### config.mk
export PLATFORM = sky130hd
export DESIGN_NAME = mips_cpu_bus_arbiter
export DESIGN_NICKNAME = d
export VERILOG_FILES = /design/src/rtl/mips_cpu_bus_arbiter.sv
export SDC_FILE = /design/constraint.sdc
export NUM_CORES = 1
export LEC_CHECK = 0
export ABC_AREA = 1
export CORE_AREA = 10 10 114 116
export DETAILED_ROUTE_END_ITERATION = 12
export DIE_AREA = 0 0 124 126
export GPL_TIMING_DRIVEN = 1
export PLACE_DENSITY = 0.68
export SKIP_CTS_REPAIR_TIMING = 1
export SYNTH_ARGS = -nofsm -noshare
export SYNTH_HDL_FRONTEND = slang
export SYNTH_SLANG_ARGS = --single-unit
### constraint.sdc
create_clock -name clk -period 1.46 [get_ports clk]
set_clock_uncertainty 0.2 [all_clocks]
set_input_delay 0.146 -clock clk [delete_from_list [all_inputs] [get_ports clk]]
set_output_delay 0.146 -clock clk [all_outputs]
set_load 0.03 [all_outputs]
### src/rtl/mips_cpu_bus_arbiter.sv
// mips_cpu_bus_arbiter: two-master, one-slave Avalon-style bus arbiter; define MIPS_BUS_ARB_ROUND_ROBIN_EN for round-robin ties in IDLE
module mips_cpu_bus_arbiter #(
  parameter int ADDR_W = 32,
  parameter int DATA_W = 32
) (
  input  logic                clk,
  input  logic                rst,
  input  logic [ADDR_W-1:0]   m0_address,
  input  logic                m0_read,
  input  logic                m0_write,
  input  logic [DATA_W-1:0]   m0_writedata,
  input  logic [DATA_W/8-1:0] m0_byteenable,
  output logic                m0_waitrequest,
  output logic [DATA_W-1:0]   m0_readdata,
  input  logic [ADDR_W-1:0]   m1_address,
  input  logic                m1_read,
  input  logic                m1_write,
  input  logic [DATA_W-1:0]   m1_writedata,
  input  logic [DATA_W/8-1:0] m1_byteenable,
  output logic                m1_waitrequest,
  output logic [DATA_W-1:0]   m1_readdata,
  output logic [ADDR_W-1:0]   s_address,
  output logic                s_read,
  output logic                s_write,
  output logic [DATA_W-1:0]   s_writedata,
  output logic [DATA_W/8-1:0] s_byteenable,
  input  logic                s_waitrequest,
  input  logic [DATA_W-1:0]   s_readdata,
  output logic [1:0]          grant
);
  typedef enum logic [1:0] {IDLE, GRANT0, GRANT1} state_t;
`ifdef MIPS_BUS_ARB_ROUND_ROBIN_EN
  localparam bit RR_EN = 1'b1;
`else
  localparam bit RR_EN = 1'b0;
`endif
  state_t state_q, state_d;
  logic   last_owner_q, last_owner_d;
  logic   req0, req1, tie_m1, own0, own1;
  assign req0   = m0_read | m0_write;
  assign req1   = m1_read | m1_write;
  assign tie_m1 = RR_EN & ~last_owner_q;
  always_ff @(posedge clk) begin
    if (rst) begin
      state_q      <= IDLE;
      last_owner_q <= 1'b1;
    end else begin
      state_q      <= state_d;
      last_owner_q <= last_owner_d;
    end
  end
  // A completing owner hands straight to a waiting peer; otherwise back to IDLE
  always_comb begin
    state_d      = state_q;
    last_owner_d = last_owner_q;
    case (state_q)
      IDLE:    state_d = (req0 & req1) ? (tie_m1 ? GRANT1 : GRANT0) :
                         req0 ? GRANT0 : req1 ? GRANT1 : IDLE;
      GRANT0: begin
        state_d      = !req0 ? IDLE : s_waitrequest ? GRANT0 : req1 ? GRANT1 : IDLE;
        last_owner_d = (req0 & ~s_waitrequest) ? 1'b0 : last_owner_q;
      end
      GRANT1: begin
        state_d      = !req1 ? IDLE : s_waitrequest ? GRANT1 : req0 ? GRANT0 : IDLE;
        last_owner_d = (req1 & ~s_waitrequest) ? 1'b1 : last_owner_q;
      end
      default: state_d = IDLE;
    endcase
  end
  always_comb begin
    own0           = state_q == GRANT0;
    own1           = state_q == GRANT1;
    grant          = {own1, own0};
    s_read         = own0 ? m0_read       : own1 ? m1_read       : 1'b0;
    s_write        = own0 ? m0_write      : own1 ? m1_write      : 1'b0;
    s_address      = own0 ? m0_address    : own1 ? m1_address    : '0;
    s_writedata    = own0 ? m0_writedata  : own1 ? m1_writedata  : '0;
    s_byteenable   = own0 ? m0_byteenable : own1 ? m1_byteenable : '0;
    m0_waitrequest = own0 ? s_waitrequest : 1'b1;
    m1_waitrequest = own1 ? s_waitrequest : 1'b1;
    m0_readdata    = s_readdata;
    m1_readdata    = s_readdata;
  end
endmodule
Word-level counts from Yosys, hierarchy flattened. Index checks and enable logic that the tools add are counted.

Register bits after elaboration: 2. Output and inout port bits: 138. Word-level logic and storage cells: 28.

Equal/unequal tests: 2. Multiplexer cells: 21. Bitwise logic cells: 3. Reduce and logical (&&, ||, !) cells: 1.

Operators with widths (count): two-way mux 32 bit (4); two-way mux 2 bit (7); two-way mux 4 bit (2); two-way mux 1 bit (7); case mux 2 bit (3 select lines) (1); equality test 2 x 1 -> 1 bit, second input constant (1); equality test 2 bit, second input constant (1); logical NOT 2 bit (1); OR 1 bit (2); AND 1 bit (1).

Longest topological paths before layout. Gate-level depths: netlist (run 1).

Depth in word-level cells: 5. Depth in mapped cells: 5. Depth with buffers taken out: 5.

Worst setup path after synthesis (run 1). Ideal clock, no wire load.

Path kind: register -> output. From: register state_q[0]. To: output s_read. Arrival time: 1.339 ns. Required time: 1.114 ns. Path slack: -0.225 ns. Cell stages (with the launch flop): 6. Buffers on the path: 1. Path through: dfxtp_1 > inv_2 > nor2_2 > buf_2 > inv_2 > o22ai_1.

Elaborated cells between the ends (all ways): 4. Those cells by class: eq/ne: 2; mux: 2.

RTL lines: start: declaration (line 37) `state_t state_q, state_d;`; start signal: assignment (line 48) `state_q <= state_d;`; equality test 2 x 1 -> 1 bit; via own0 (line 39) `logic req0, req1, tie_m1, own0, own1;`; two-way mux 1 bit (line 74) `s_read = own0 ? m0_read : own1 ? m1_read : 1'b0;`; end: declaration (line 23) `output logic s_read,`.

The timed path passes the listed nets, and every way through them passes these cells.

Worst setup path in the final report (run 1).
From: register state_q[0]. To: output s_writedata[16].

Word-level cells in the longest chain between the ends: 3. Elaborated cells between the ends (all ways): 4. Those cells by class: eq/ne: 2; mux: 2.

RTL lines: equality test 2 bit; two-way mux 32 bit (line 77) `s_writedata = own0 ? m0_writedata : own1 ? m1_writedata : '0;`; two-way mux 32 bit (*) (line 77); end: declaration (line 25) `output logic [DATA_W-1:0] s_writedata,`.

Mark *: on every way between the ends. The rest lies on a longest branch, timed or not.

==> insert_results.sql, run 1 <==
INSERT INTO impl_metrics (metric_group, metric, value, unit) VALUES
('setup_path', 'worst-path-max-fanout', '10', ''),
('route', 'drc_errors', '0', ''),
('timing', 'slew_violations', '0', ''),
('logic_synthesis', 'synth.top_cells.by_area', 'sky130_fd_sc_hd__a22o_1 45%, sky130_fd_sc_hd__buf_4 37%, sky130_fd_sc_hd__buf_2 5.3%', ''),
('logic_synthesis', 'post_synth_edffs', '0', ''),
('logic_synthesis', 'synth.net_count', '355', ''),
('logic_synthesis', 'synth_most_common_cell', 'sky130_fd_sc_hd__a22o_1', ''),
('setup_path', 'worst_r2r_path_depth', '6', ''),
('route', 'vias_per_cell', '4.25', ''),
('die', 'die-width', '124', 'um'),
('pwr', 'powerDensity', '577', 'nW/um2'),
('global_route', 'grt_max_degree', '42', ''),
('hold_path', 'min_to', 'm0_readdata[14]', ''),
('logic_synthesis', 'most_area_hungry_cell_type_in_the_yosys_netlist', 'sky130_fd_sc_hd__a22o_1', ''),
('die', 'floorplan.initialDensity', '12.4', '%'),
('timing', 'max_freq', '577', 'MHz'),
('hold_path', 'worstHoldPathCells', '0', ''),
('setup_path', 'crit-reg2reg-launch', 'state_q[0]$_SDFF_PP0_', ''),
('outcome', 'outcome', 'complete, but fails checks', ''),
('timing', 'min_period_over_period', '119', '%'),
('final_layout', 'insertedDiodeCount', '0', ''),
('cts', 'numCtsBuffers', '3', ''),
('setup_path', 'critical_path.cell_chain', 'inv_4 > nor2_4 > buf_6 > buf_6 > a22o_2 > buf_4', ''),
('timing', 'rsz_0062_raised_after_global_routing', 'true', ''),
('route', 'route.antenna.remaining_nets', '0', ''),
('timing', 'final_setup_margin', '-0.273', 'ns'),
('timing', 'slew-limit-headroom', '89.1', '%'),
('cts', 'tritoncts', 'done', ''),
('cts', 'cts.path.max_buffers', '2', ''),
('route', 'dr_iter_0_viols', '59', ''),
('cts', 'root_buffer', 'sky130_fd_sc_hd__clkbuf_8', ''),
('final_layout', 'final_util', '36.9', '%'),
('final_layout', 'final_net_count', '520', ''),
('die', 'fp.dieH', '126', 'um'),
('run', 'drv_cap', '0', ''),
('cts', 'cts_clock_pin_slew_for_the_worst_setup_and_hold_paths', '0.03', 'ns'),
('setup_path', 'critical_path.reg2reg.endpoint', 'state_q[1]$_SDFF_PP0_', ''),
('logic_synthesis', 'mappedNetlistArea', '1330', 'um2'),
('hold_path', 'min_from', 's_readdata[14]', ''),
('pwr', 'vdd.ir_drop.worst', '0.000290', 'V'),
('final_layout', 'largest_reg_flops', '2', ''),
('route', 'num_vias', '2055', ''),
('logic_synthesis', 'yosys_register_bits', '2', ''),
('timing', 'finalCriticalPeriod', '1.73', 'ns'),
('setup_path', 'crit_required', '1.11', 'ns'),
('logic_synthesis', 'yosysSeqAreaShare', '3.01', '%'),
('logic_synthesis', 'synthFlopType', 'sky130_fd_sc_hd__dfxtp_1', ''),
('outcome', 'violations', 'setup timing', ''),
('route', 'drt-wirelength-per-cell', '23.0', 'um'),
('setup_path', 'crit_path_frequent_cell', 'sky130_fd_sc_hd__buf_6', ''),
('placed_design', 'placement.setup.worst_slack', '-0.105', 'ns'),
('die', 'top_level_ports', '313', ''),
('route', 'drtPass1Iterations', '4', ''),
('logic_synthesis', 'syn_area_per_cell', '7.40', 'um2'),
('global_route', 'initial_antenna_violation_count', '2', ''),
('die', 'rows', '38', ''),
('hold_path', 'worst_hold_path_type', 'in -> out', ''),
('global_route', 'first_global_vias', '2009', ''),
('setup_path', 'worstPathBufferInverterCount', '4', ''),
('cts', 'clock_latency', '0.21', 'ns'),
('logic_synthesis', 'syn_inst', '180', ''),
('timing', 'hold_viol', '0', ''),
('setup_path', 'worst-r2r-setup-slack', '0.08', 'ns'),
('cts', 'cts.sink_count', '2', ''),
('die', 'coreArea', '10700', 'um2'),
('timing', 'setup_viol', '74', ''),
('setup_path', 'crit_arrival', '1.39', 'ns'),
('global_route', 'grt.overflow.total', '0', ''),
('final_layout', 'largestRegisters', 'state_q (2)', ''),
('die', 'die-area', '15600', 'um2'),
('placed_design', 'place.gp.congestion', '0.848', '');
area by class of cell:
type                    instances  area (um2)
fillers                      1052        6750
repair buffers                240        2670
multi-input cells              88         978
well taps                     140         175
flip-flops and latches          2        47.5
inverters                      10        42.5
clock buffers                   3        41.3
power breakdown:
group	switching, W	total [W]	internal, W	leakage, nW
logic	0.000880	0.00199	0.00111	1.67
registers	0.00000848	0.0000688	0.0000603	0.0178
clock network	0.0000439	0.000218	0.000174	0.0216
total	0.000933	0.00228	0.00135	1.71
cell usage in the layout (no fill, tap or decap), drive strengths merged:
cell / synthesis / final
nand3: 4 / 4
buf: 80 / 91
nor2: 6 / 6
nand2: 6 / 6
dfxtp: 2 / 2
o22ai: 2 / 2
inv: 10 / 10
clkdlybuf4s50: 0 / 142
clkbuf: 0 / 10
a22o: 68 / 68
a21oi: 2 / 2
per-stage QoR:
step	hold WS [ns]	instance area, um2	TNS (ns)	std cells	total power (W)
6_report	0.0920	3950	-17.21	483	0.00228
4_1_cts	0.0923	3360	-18.86	465	0.00199
2_1_floorplan	0.0151	1430	-0.0604	180	0.00117
3_3_place_gp	0.0923	3320	-1.22	462	0.00175
5_1_grt	0.0921	3950	-20.53	483	0.00237
3_5_place_dp	0.0923	3320	-2.32	462	0.00176
how the worst max path moves through the flow:
stage / startpoint / slack, ns / cells after the start / end
after global placement: state_q[1]$_SDFF_PP0_ / -0.07 / 6 / s_write
after floorplan: state_q[0]$_SDFF_PP0_ / -0.03 / 5 / s_read
after global routing: state_q[1]$_SDFF_PP0_ / -0.33 / 7 / s_write
after detailed placement: state_q[1]$_SDFF_PP0_ / -0.10 / 6 / s_write
after CTS: state_q[1]$_SDFF_PP0_ / -0.33 / 6 / s_write
final: state_q[0]$_SDFF_PP0_ / -0.27 / 6 / s_writedata[16]
layer usage:
metal	wire [um]	vias to the layer above	global-route usage, %	share of wire, %
met5	13	-	0	0.12
met4	184	2	2.10	1.7
met3	1200	28	4.02	11
met2	5880	132	19.9	53
met1	3820	964	10.3	34
li1	-	929	-	-
kinds of logic (layout without fill, tap and decap cells):
logic type	Yosys count	after routing	synth area share, %
AOI/OAI and AO/OA	72	72	46.4
buffers and inverters	90	253	45.3
and+or+nand+nor	16	16	5.26
DFF	2	2	3.01
No activity file was read; power rests on OpenSTA's default activity.
==> run 2, diff against run 1 <==
Settings changed: CELL_PAD_IN_SITES_DETAIL_PLACEMENT set to 0, CELL_PAD_IN_SITES_GLOBAL_PLACEMENT set to 1, CORE_AREA 10 10 114 116 to 10 10 127 129, DIE_AREA 0 0 124 126 to 0 0 137 139, PLACE_DENSITY 0.68 to 0.95.
==> insert_results.sql, run 2 (synthesis results as in run 1) <==
INSERT INTO impl_metrics (metric_group, metric, value, unit) VALUES
('timing', 'rsz_0062_raised_after_global_routing', 'true', ''),
('global_route', 'first_global_vias', '2113', ''),
('cts', 'numCtsBuffers', '3', ''),
('timing', 'slew-limit-headroom', '82.6', '%'),
('final_layout', 'largestRegisters', 'state_q (2)', ''),
('global_route', 'grt.overflow.total', '0', ''),
('placed_design', 'placement.setup.worst_slack', '-0.139', 'ns'),
('setup_path', 'critical_path.top_delay_family', 'buffers and inverters', ''),
('pwr', 'powerDensity', '614', 'nW/um2'),
('route', 'vias_per_cell', '3.89', ''),
('setup_path', 'critical-path-max-stage-delay', '0.36', 'ns'),
('final_layout', 'largest_reg_flops', '2', ''),
('route', 'drtPass1Iterations', '4', ''),
('setup_path', 'critPathSlowestCell', 'sky130_fd_sc_hd__dfxtp_4', ''),
('die', 'floorplan.initialDensity', '9.74', '%'),
('route', 'route.antenna.remaining_nets', '0', ''),
('pwr', 'static-leakage-power', '1.90', 'nW'),
('cts', 'cts.path.max_buffers', '2', ''),
('cts', 'tritoncts', 'done', ''),
('route', 'drt-wirelength-per-cell', '22.8', 'um'),
('timing', 'max_freq', '568', 'MHz'),
('setup_path', 'timing.setup.critical_path_class', 'reg -> out', ''),
('final_layout', 'layout-area-overhead-vs-synth', '227', '%'),
('timing', 'finalCriticalPeriod', '1.76', 'ns'),
('cts', 'cts_clock_pin_slew_for_the_worst_setup_and_hold_paths', '0.03', 'ns'),
('timing', 'final_setup_margin', '-0.300', 'ns'),
('setup_path', 'worstPathBufferInverterCount', '4', ''),
('final_layout', 'fraction_of_layout_cells_with_a_size_suffix_above_1', '52.0', '%'),
('placed_design', 'place.gp.congestion', '0.890', ''),
('setup_path', 'setup.worst_path.end_class', 'output pin', ''),
('timing', 'slew_violations', '0', ''),
('final_layout', 'insertedDiodeCount', '0', ''),
('route', 'drc_errors', '0', ''),
('global_route', 'grtUsageTotal', '8.77', '%'),
('cts', 'root_buffer', 'sky130_fd_sc_hd__clkbuf_16', ''),
('final_layout', 'final_net_count', '519', ''),
('die', 'coreArea', '13700', 'um2'),
('die', 'rows', '43', ''),
('final_layout', 'num-fill-cells', '1367', ''),
('timing', 'hold_viol', '0', ''),
('final_layout', 'registers.top_by_ff_count', 'state_q', ''),
('hold_path', 'worst_hold_path_type', 'in -> out', ''),
('die', 'fp.dieH', '139', 'um'),
('run', 'drv_cap', '0', ''),
('final_layout', 'final_cell_mix', '142 x sky130_fd_sc_hd__clkdlybuf4s50_1, 57 x sky130_fd_sc_hd__buf_6, 55 x sky130_fd_sc_hd__a22o_4', ''),
('global_route', 'initial_antenna_violation_count', '1', ''),
('pwr', 'vdd.ir_drop.worst', '0.000411', 'V'),
('setup_path', 'crit_arrival', '1.41', 'ns'),
('setup_path', 'timing.critical_path.depth', '6', ''),
('route', 'num_vias', '2029', ''),
('outcome', 'outcome', 'complete, but fails checks', ''),
('timing', 'setup_viol', '75', ''),
('setup_path', 'critical_path.startpoint_type', 'flip-flop', ''),
('setup_path', 'worst_r2r_path_depth', '7', ''),
('setup_path', 'worst-path-max-fanout', '8', ''),
('route', 'dr_iter_0_viols', '33', ''),
('hold_path', 'worstHoldPathCells', '0', ''),
('timing', 'worstMarginPinSlew', '0.260', 'ns'),
('setup_path', 'crit_required', '1.11', 'ns'),
('cts', 'cts_max_level', '1', ''),
('cts', 'clock_latency', '0.22', 'ns'),
('route', 'drt-total-wl', '11900', 'um'),
('die', 'die-width', '137', 'um'),
('placed_design', 'hpwl', '8200', 'um'),
('global_route', 'wire_length_of_the_first_global_routing_pass', '13200', 'um'),
('final_layout', 'final_util', '31.9', '%'),
('die', 'top_level_ports', '313', ''),
('setup_path', 'critical_path.cell_chain', 'inv_2 > nor2_4 > buf_12 > buf_8 > a22o_2 > buf_6', ''),
('global_route', 'grt_max_degree', '56', ''),
('placed_design', 'place.port_buffers', '216', ''),
('outcome', 'violations', 'setup timing', ''),
('final_layout', 'layout_commonest_cell', 'sky130_fd_sc_hd__clkdlybuf4s50_1', ''),
('die', 'die-area', '19000', 'um2'),
('timing', 'min_period_over_period', '121', '%'),
('cts', 'cts.sink_count', '2', '');
==> run 2: per-layer routing <==
layer  global-route usage, %  share of wire [%]
met1                    7.77                 33
met2                    16.8                 55
met3                    3.99                9.5
met4                    3.00                2.1
met5                       0                  0
==> run 2: where the power goes <==
group	switching, W	total [W]	leakage (nW)	internal (W)
Clock	0.0000628	0.000411	0.0370	0.000348
Combinational	0.000957	0.00219	1.85	0.00124
Sequential	0.00000862	0.0000689	0.0178	0.0000603
==> run 2: worst register-to-register path, cell delays in order, from the launching register on <==
cell,delay [ns]
sky130_fd_sc_hd__dfxtp_4,0.36
sky130_fd_sc_hd__inv_2,0.05
sky130_fd_sc_hd__nor2_4,0.16
sky130_fd_sc_hd__buf_12,0.17
sky130_fd_sc_hd__clkbuf_16,0.17
sky130_fd_sc_hd__buf_4,0.11
sky130_fd_sc_hd__nand3_1,0.06
sky130_fd_sc_hd__a21oi_1,0.13
==> run 2: final cells by class <==
cell class	count	area (um2)	area share, %
clock buffer	3	75.1	1.72
inverter	10	42.5	0.976
timing repair buffer	239	2750	63.1
sequential	2	47.5	1.09
tap	180	225	5.17
multi-input combinational	88	1220	27.9
==> run 2: final timing paths <==
| kind | start | to | slack, ns |
|---|---|---|---|
| worst max-delay path | state_q[0]$_SDFF_PP0_ | s_writedata[21] | -0.30 |
| worst max register to register | state_q[0]$_SDFF_PP0_ | state_q[1]$_SDFF_PP0_ | -0.03 |
| worst min-delay path | s_readdata[26] | m0_readdata[26] | 0.09 |
| worst min register to register | state_q[0]$_SDFF_PP0_ | state_q[1]$_SDFF_PP0_ | 0.39 |
==> run 2: metrics by stage <==
step	setup TNS (ns)	instance area [um2]	hold slack, ns	std cells	total power [W]
finish	-19.23	4360	0.0920	522	0.00267
global route	-22.48	4360	0.0921	522	0.00277
CTS	-25.05	3380	0.0923	505	0.00215
detailed placement	-7.76	3310	0.0923	502	0.00173
global placement	-4.03	3310	0.0923	502	0.00171
floorplan	-0.0604	1430	0.0151	180	0.00117
==> RTL change (settings of run 2) <==
Encoding of `state_t`: now one-hot (3 bits for 3 states).
--- a/src/rtl/mips_cpu_bus_arbiter.sv
+++ b/src/rtl/mips_cpu_bus_arbiter.sv
@@ -30,3 +30,3 @@
 );
-  typedef enum logic [1:0] {IDLE, GRANT0, GRANT1} state_t;
+  typedef enum logic [2:0] {IDLE = 3'b001, GRANT0 = 3'b010, GRANT1 = 3'b100} state_t;
 `ifdef MIPS_BUS_ARB_ROUND_ROBIN_EN
Behaviour: no difference found for any inputs over 10 cycles, from zero or initial values and one cycle with rst high; not proved beyond that.
==> RTL change against run 2 <==
- combinational power fell by 25%
- the flow still finishes with violations (setup timing)
- setup slack worse by 0.061 ns
- synthesized area grew 11%
- power decreased by 18%
- synthesized cell count grew 11%
- non-clock buffer count down 6
- critical endpoint is now s_byteenable[0]
- sequential cell count is 1 higher
- final area shrank 2.4%
- first-iteration DRC count is 110% higher
- via count increased by 7.0%
- global-route usage is 0.96 points higher
- wire length is 0.38% higher
==> RTL change: results <==
{
  "worst_slack_ns": -0.361,
  "r2r_setup_slack_ns": 0.08,
  "crit_end": "s_byteenable[0]",
  "violations": "setup timing",
  "grt_max_degree": 43,
  "dp.cells": 523,
  "grt_pass1_wl_um": 14500,
  "fillers": 1386,
  "synth_compound_area_share_pct": 41.9,
  "outcome": "finished with violations",
  "worstHoldStart": "s_readdata[24]",
  "hold_ws_ns": 0.0920,
  "pre_cts_slack_ns": -0.155,
  "routed_wl_um": 11900,
  "dp_hpwl_um": 8940,
  "worst_slew_pin_slew_ns": 0.213,
  "cp_max_fo": 11,
  "holdPathEnd": "m1_readdata[24]",
  "hold_class": "primary input to output pin",
  "routed_via_density": 4.05,
  "grt_usage_pct": 9.73,
  "gp_congestion": 0.926,
  "setup-violations-final": 74,
  "dpl_cell_area_um2": 3630,
  "root_buffer": "clkbuf_16",
  "nets": 532,
  "ys_seq_area_share_pct": 4.07,
  "overflow": 0,
  "irDropWorstVdd_v": 0.000333,
  "synthTopCellsByCount": "68 x a22o_1, 66 x buf_4, 12 x nand2_1, 10 x inv_1, 9 x nor2_1",
  "syn_nets": 374,
  "netlist_instances": 199,
  "arrival_ns": 1.48,
  "leakagePower_nw": 1.83,
  "antenna_found_initial": 0,
  "drive_gt1_share_pct": 39.9,
  "synth_area_leaders": "a22o_1 40%, buf_4 34%, buf_6 5.3%, dfxtp_1 4.1%, nand2_1 3.1%",
  "setup_tns_ns": -23.43,
  "drtIter0Drc": 68,
  "rr_startpoint": "state_q[0]$_SDFF_PP1_",
  "top_regs": "state_q (3)",
  "stdcell_count": 536,
  "cp_slowest_cell": "dfxtp_2",
  "grt_pass1_vias": 2206,
  "worstRegToRegCells": 9,
  "power_density_nw_per_um2": 517
}
-- RTL change: area by class of cell --
type / count / area share [%]
inverter: 12 / 1.18
clock buffer: 4 / 1.85
sequential: 3 / 1.47
tap: 180 / 5.30
timing repair buffer: 233 / 64.7
multi-input combinational: 104 / 25.5
-- RTL change: logic make-up after synthesis --
kind of cell	count (synthesis)
buffers and inverters	92
AOI/OAI and AO/OA	72
and+or+nand+nor	32
DFF	3
-- RTL change: power by group --
group          total [mW]  leakage [nW]  switching (mW)  internal, mW
clock               0.438        0.0382          0.0771         0.361
combinational        1.64          1.77           0.700         0.942
sequential          0.119        0.0249          0.0182         0.100
total                2.20          1.83           0.796          1.40
-- RTL change: routing by layer --
layer / global-route usage (%) / vias up / share of wire (%) / wire [um]
li1: - / 979 / - / -
met1: 10.9 / 1008 / 39 / 4660
met2: 16.3 / 171 / 49 / 5790
met3: 4.09 / 14 / 11 / 1350
met4: 2.83 / 0 / 1.2 / 141
met5: 0 / - / 0 / 0
